**src/rtl/fetch_engine.sv**
```systemverilog
// Line-fetch responder for the cache. It accepts one command at a time from
// the read controller. A refill streams a line from external memory into the
// cache data memory. A writeback-and-refill first copies the victim line out
// to external memory, then refills. Each word passes through a
// request / wait-for-data / write sequence, so at most one external
// transaction and at most one data-memory access are outstanding at once.
module fetch_engine #(
  parameter int addr_width = 32,
  parameter int list_depth = 4,
  parameter int data_width = 32,
  parameter int list_width = 32
) (
  input  logic                                            clk,
  input  logic                                            rst,
  input  logic                                            fetch_req,
  input  logic [1:0]                                      fetch_cmd,
  input  logic [$clog2(list_depth)-1:0]                   fetch_tag,
  input  logic [addr_width-1:0]                           fetch_addr,
  input  logic [addr_width-1:0]                           fetch_wb_addr,
  output logic                                            fetch_gnt,
  output logic                                            fetch_done,
  output logic [$clog2(list_depth)+$clog2(list_width)-1:0] mem_waddr,
  output logic                                            mem_wen,
  output logic [data_width-1:0]                           mem_wdata,
  input  logic                                            mem_wready,
  output logic [$clog2(list_depth)+$clog2(list_width)-1:0] mem_raddr,
  output logic                                            mem_ren,
  input  logic                                            mem_rready,
  input  logic [data_width-1:0]                           mem_rdata,
  input  logic                                            mem_rdata_valid,
  output logic                                            ext_req,
  output logic                                            ext_we,
  output logic [addr_width-1:0]                           ext_addr,
  output logic [data_width-1:0]                           ext_wdata,
  input  logic                                            ext_gnt,
  input  logic [data_width-1:0]                           ext_rdata,
  input  logic                                            ext_rdata_valid
);

  localparam int TW = $clog2(list_depth);
  localparam int CW = $clog2(list_width);
  localparam int BW = addr_width - CW;

  typedef enum logic [2:0] {
    IDLE    = 3'd0,
    WB_RD   = 3'd1,
    WB_WAIT = 3'd2,
    WB_WR   = 3'd3,
    RF_REQ  = 3'd4,
    RF_WAIT = 3'd5,
    RF_WR   = 3'd6,
    DONE    = 3'd7
  } state_t;

  state_t                state_q;
  logic [CW-1:0]         cnt_q;
  logic [TW-1:0]         tag_q;
  logic [BW-1:0]         rf_base_q;
  logic [BW-1:0]         wb_base_q;
  logic [data_width-1:0] wb_data_q;
  logic [data_width-1:0] rf_data_q;

  logic [CW-1:0]         cnt_d;
  logic                  line_last;
  logic                  run;

  // The word offsets of the command addresses are meaningless: a line is
  // always transferred from word 0 upwards.
  logic                  unused_low_bits;
  assign unused_low_bits = ^{fetch_addr[CW-1:0], fetch_wb_addr[CW-1:0]};

  assign cnt_d     = cnt_q + CW'(1);
  assign line_last = (cnt_q == CW'(list_width - 1));
  assign run       = !rst;

  // Command sequencer: one word per request/wait/write round trip.
  always_ff @(posedge clk) begin
    if (rst) begin
      state_q   <= IDLE;
      cnt_q     <= '0;
      tag_q     <= '0;
      rf_base_q <= '0;
      wb_base_q <= '0;
      wb_data_q <= '0;
      rf_data_q <= '0;
    end else begin
      case (state_q)
        IDLE: begin
          if (fetch_req) begin
            tag_q     <= fetch_tag;
            rf_base_q <= fetch_addr[addr_width-1:CW];
            wb_base_q <= fetch_wb_addr[addr_width-1:CW];
            cnt_q     <= '0;
            case (fetch_cmd)
              2'b01:   state_q <= RF_REQ;
              2'b10:   state_q <= WB_RD;
              default: state_q <= DONE;
            endcase
          end
        end
        WB_RD: begin
          if (mem_rready) state_q <= WB_WAIT;
        end
        WB_WAIT: begin
          if (mem_rdata_valid) begin
            wb_data_q <= mem_rdata;
            state_q   <= WB_WR;
          end
        end
        WB_WR: begin
          if (ext_gnt) begin
            // Victim copied out completely: the refill restarts at word 0.
            cnt_q   <= line_last ? '0 : cnt_d;
            state_q <= line_last ? RF_REQ : WB_RD;
          end
        end
        RF_REQ: begin
          if (ext_gnt) state_q <= RF_WAIT;
        end
        RF_WAIT: begin
          if (ext_rdata_valid) begin
            rf_data_q <= ext_rdata;
            state_q   <= RF_WR;
          end
        end
        RF_WR: begin
          if (mem_wready) begin
            if (line_last) begin
              state_q <= DONE;
            end else begin
              cnt_q   <= cnt_d;
              state_q <= RF_REQ;
            end
          end
        end
        DONE: begin
          state_q <= IDLE;
        end
        default: begin
          state_q <= IDLE;
        end
      endcase
    end
  end

  // Outputs decode the registered state and are forced low while in reset.
  assign fetch_gnt  = run && (state_q == IDLE);
  assign fetch_done = run && (state_q == DONE);

  assign mem_ren    = run && (state_q == WB_RD);
  assign mem_raddr  = run ? {tag_q, cnt_q} : '0;
  assign mem_wen    = run && (state_q == RF_WR);
  assign mem_waddr  = run ? {tag_q, cnt_q} : '0;
  assign mem_wdata  = run ? rf_data_q : '0;

  assign ext_req    = run && ((state_q == WB_WR) || (state_q == RF_REQ));
  assign ext_we     = run && (state_q == WB_WR);
  assign ext_addr   = !run ? '0 :
                      (state_q == WB_WR) ? {wb_base_q, cnt_q} : {rf_base_q, cnt_q};
  assign ext_wdata  = run ? wb_data_q : '0;

endmodule
```
**config.mk**
```make
export PLATFORM = sky130hd
export DESIGN_NAME = fetch_engine
export DESIGN_NICKNAME = d
export VERILOG_FILES = /design/src/rtl/fetch_engine.sv
export SDC_FILE = /design/constraint.sdc
export NUM_CORES = 1
export LEC_CHECK = 0
export BUFFER_PORTS_ARGS = -buffer_cell sky130_fd_sc_hd__buf_2
export CAP_MARGIN = 20
export CORE_MARGIN = 1
export CORE_UTILIZATION = 50
export DETAILED_ROUTE_END_ITERATION = 8
export GPL_ROUTABILITY_DRIVEN = 1
export HOLD_SLACK_MARGIN = 0.12
export PLACE_DENSITY = 0.94
export SETUP_SLACK_MARGIN = 0.2
export SLEW_MARGIN = 20
export SYNTH_ARGS = -nofsm -noshare
export SYNTH_HDL_FRONTEND = slang
export SYNTH_SLANG_ARGS = --single-unit
```
**constraint.sdc**
```tcl
create_clock -name clk -period 3.85 [get_ports clk]
set_input_delay 0.385 -clock clk [delete_from_list [all_inputs] [get_ports clk]]
set_output_delay 0.385 -clock clk [all_outputs]
set_load 0.01 [all_outputs]
```
==> results.tsv <==
metric	value	unit
dp.cells	1118	
dpl_cell_area	6915	µm²
clkTransAtPathRegs	0.05	ns
cts.root.buffer_cell	clkbuf_16	
cts_num_sinks	128	
cp.required	3.46	ns
pre_cts_slack	1.256	ns
syn_nets	944	
synth_top_area_frac	0.4366	
worstMarginPinSlew	1.028	ns
run_status	finished, final reports clean	
drtPass1Iterations	5	
synth.avg_cell_area	7.346	µm²
final_core_utilization	0.6534	
dieArea	12180	µm²
clkLatencyLatePin	0.40	ns
cts_tree	yes	
async_flop_share	0	
max_freq	332.8	MHz
p_leak	0.003272	µW
postCtsSetupBuffers	0	
final_cell_area	7461	µm²
wl	14.76	mm
io_buffer_count	245	
postCtsHoldBufs	0	
gp_congestion	0.7802	
grt_first_pass_wirelength	21.74	mm
die_h	110.3	µm
synth_common_cells	298 x nand2_1, 153 x a21oi_1, 128 x dfxtp_1, 72 x nor2b_1, 30 x clkbuf_1	
min_from	ext_rdata[29]	
timing.slew.headroom	0.3131	
path_class	reg -> out	
yosys.area.top_type	dfxtp_1	
drv_cap	0	
design.core.area	11420	µm²
rsz0062_at_grt	no	
skew	0.006025	ns
grt_overflow	0	
drtIter0Drc	424	
ir_drop	0.3509	mV
rows	39	
floorplan.initialDensity	0.5140	
cts_htree_levels	4	
fin_crit_sh	0.7804	
drc_errors	0	
max-clock-path-buffers	2	
syn_inst	799	
yosysSeqAreaShare	0.4366	
instances_no_fill	1152	
vias	5733	
tns	0	ns
design.portCount	256	
power_density	567.3	nW/µm²
synthTopCellsByArea	dfxtp_1 44%, nand2_1 19%, a21oi_1 13%	
setup_viol	0	
synth_cell_type_count	45	
cts_resized	0	
antenna_found_initial	2	
cp-end-kind	primary output	
holdCritPathClass	in -> reg	
die_x	110.3	µm
synth_edf_count	0	
grt_pass1_vias	4882	
yosys_warnings	0	
r2r_start	state_q[2]$_SDFFE_PP0P_	
syn_to_final_growth	27.12	%
worst_setup_path_start_kind	register	
startpoint	state_q[1]$_SDFFE_PP0P_	
drive_gt1_frac	0.2870	
numCtsBuffers	17	
grt_max_degree	121	
reg2reg_slack	1.67	ns
fin_crit	3.005	ns
arrival	2.62	ns
synth_seq_cells	128	
report.final.slew_viol_count	0	
yosysMostFrequentCell	nand2_1	
hold_viol	0	
final_net_count	1139	
ant_nets	0	
synthesis.area	5869	µm²
wl_per_cell	12.81	µm
crit_fanout	29	
dp_hpwl	9.975	mm
via_per_inst	4.977	
ys.flop_type	dfxtp_1	
worst_slack	0.8453	ns
grt_util_all_layers	0.2314	
metrics by stage:
step	power [µW]	hold slack, ns
2_1_floorplan	2599	0.4318
3_3_place_gp	2789	0.4367
3_5_place_dp	2821	0.4419
4_1_cts	4270	0.2010
5_1_grt	4507	0.1993
6_report	4233	0.2162
layout by cell type, fill, tap and decap left out, types with 6 or more instances in the layout:
| master | synthesis | final |
|---|---|---|
| nand2_1 | 298 | 297 |
| buf_2 | 17 | 244 |
| a21oi_1 | 153 | 153 |
| dfxtp_1 | 128 | 128 |
| nor2b_1 | 72 | 72 |
| clkbuf_16 | 0 | 17 |
| nor2_1 | 6 | 6 |
| buf_4 | 24 | 6 |
worst max-delay path, cell delays in order, from the launching register on:
cell	delay, ns
dfxtp_1	0.72
nor2b_2	0.31
nand2_1	0.62
nand2_1	0.26
a21oi_1	0.11
buf_2	0.19
power by group:
group	leakage (µW)	total, µW	internal, µW	switching [µW]
logic	0.00197	1130	436	695
clock network	0.000267	1430	904	530
registers	0.00104	1670	1510	162
kinds of logic after synthesis:
logic type / after synthesis / share of synthesized area
and+or+nand+nor: 408 / 0.3085
AOI/OAI and AO/OA: 171 / 0.1580
DFF: 128 / 0.4366
buffers and inverters: 82 / 0.07781
adders and majority gates: 5 / 0.01066
muxes: 4 / 0.007035
xor gates and xnor gates: 1 / 0.001492
worst paths after layout:
check | to | cells past startpoint
min reg2reg | rf_data_q[2]$_SDFFE_PP0P_ | 2
max | ext_addr[29] | 5
min | rf_data_q[29]$_SDFFE_PP0P_ | 3
max reg2reg | rf_base_q[10]$_SDFFE_PP0P_ | 4
state kept, by name, summed over array words and instances, names as in the netlist:
| register | flops |
|---|---|
| cnt_q | 5 |
| rf_base_q | 27 |
| rf_data_q | 32 |
| state_q | 3 |
| tag_q | 2 |
| wb_base_q | 27 |
| wb_data_q | 32 |
layout make-up:
| type | instances | area (µm²) |
|---|---|---|
| antenna | 2 | 5.005 |
| clock buffer | 27 | 513.0 |
| clock inverter | 5 | 27.53 |
| fill | 1004 | 3958 |
| inverter | 6 | 22.52 |
| multi-input combinational | 589 | 2854 |
| sequential | 128 | 2562 |
| tap | 143 | 178.9 |
| timing repair buffer | 252 | 1297 |
routing by layer:
metal	vias up	GRT usage	wire length (µm)
li1	2973	-	-
met1	2548	0.2570	6012
met2	194	0.3953	7057
met3	18	0.09818	1410
met4	0	0.07989	276
met5	-	0	0
Power figures use the tool's default switching activity.
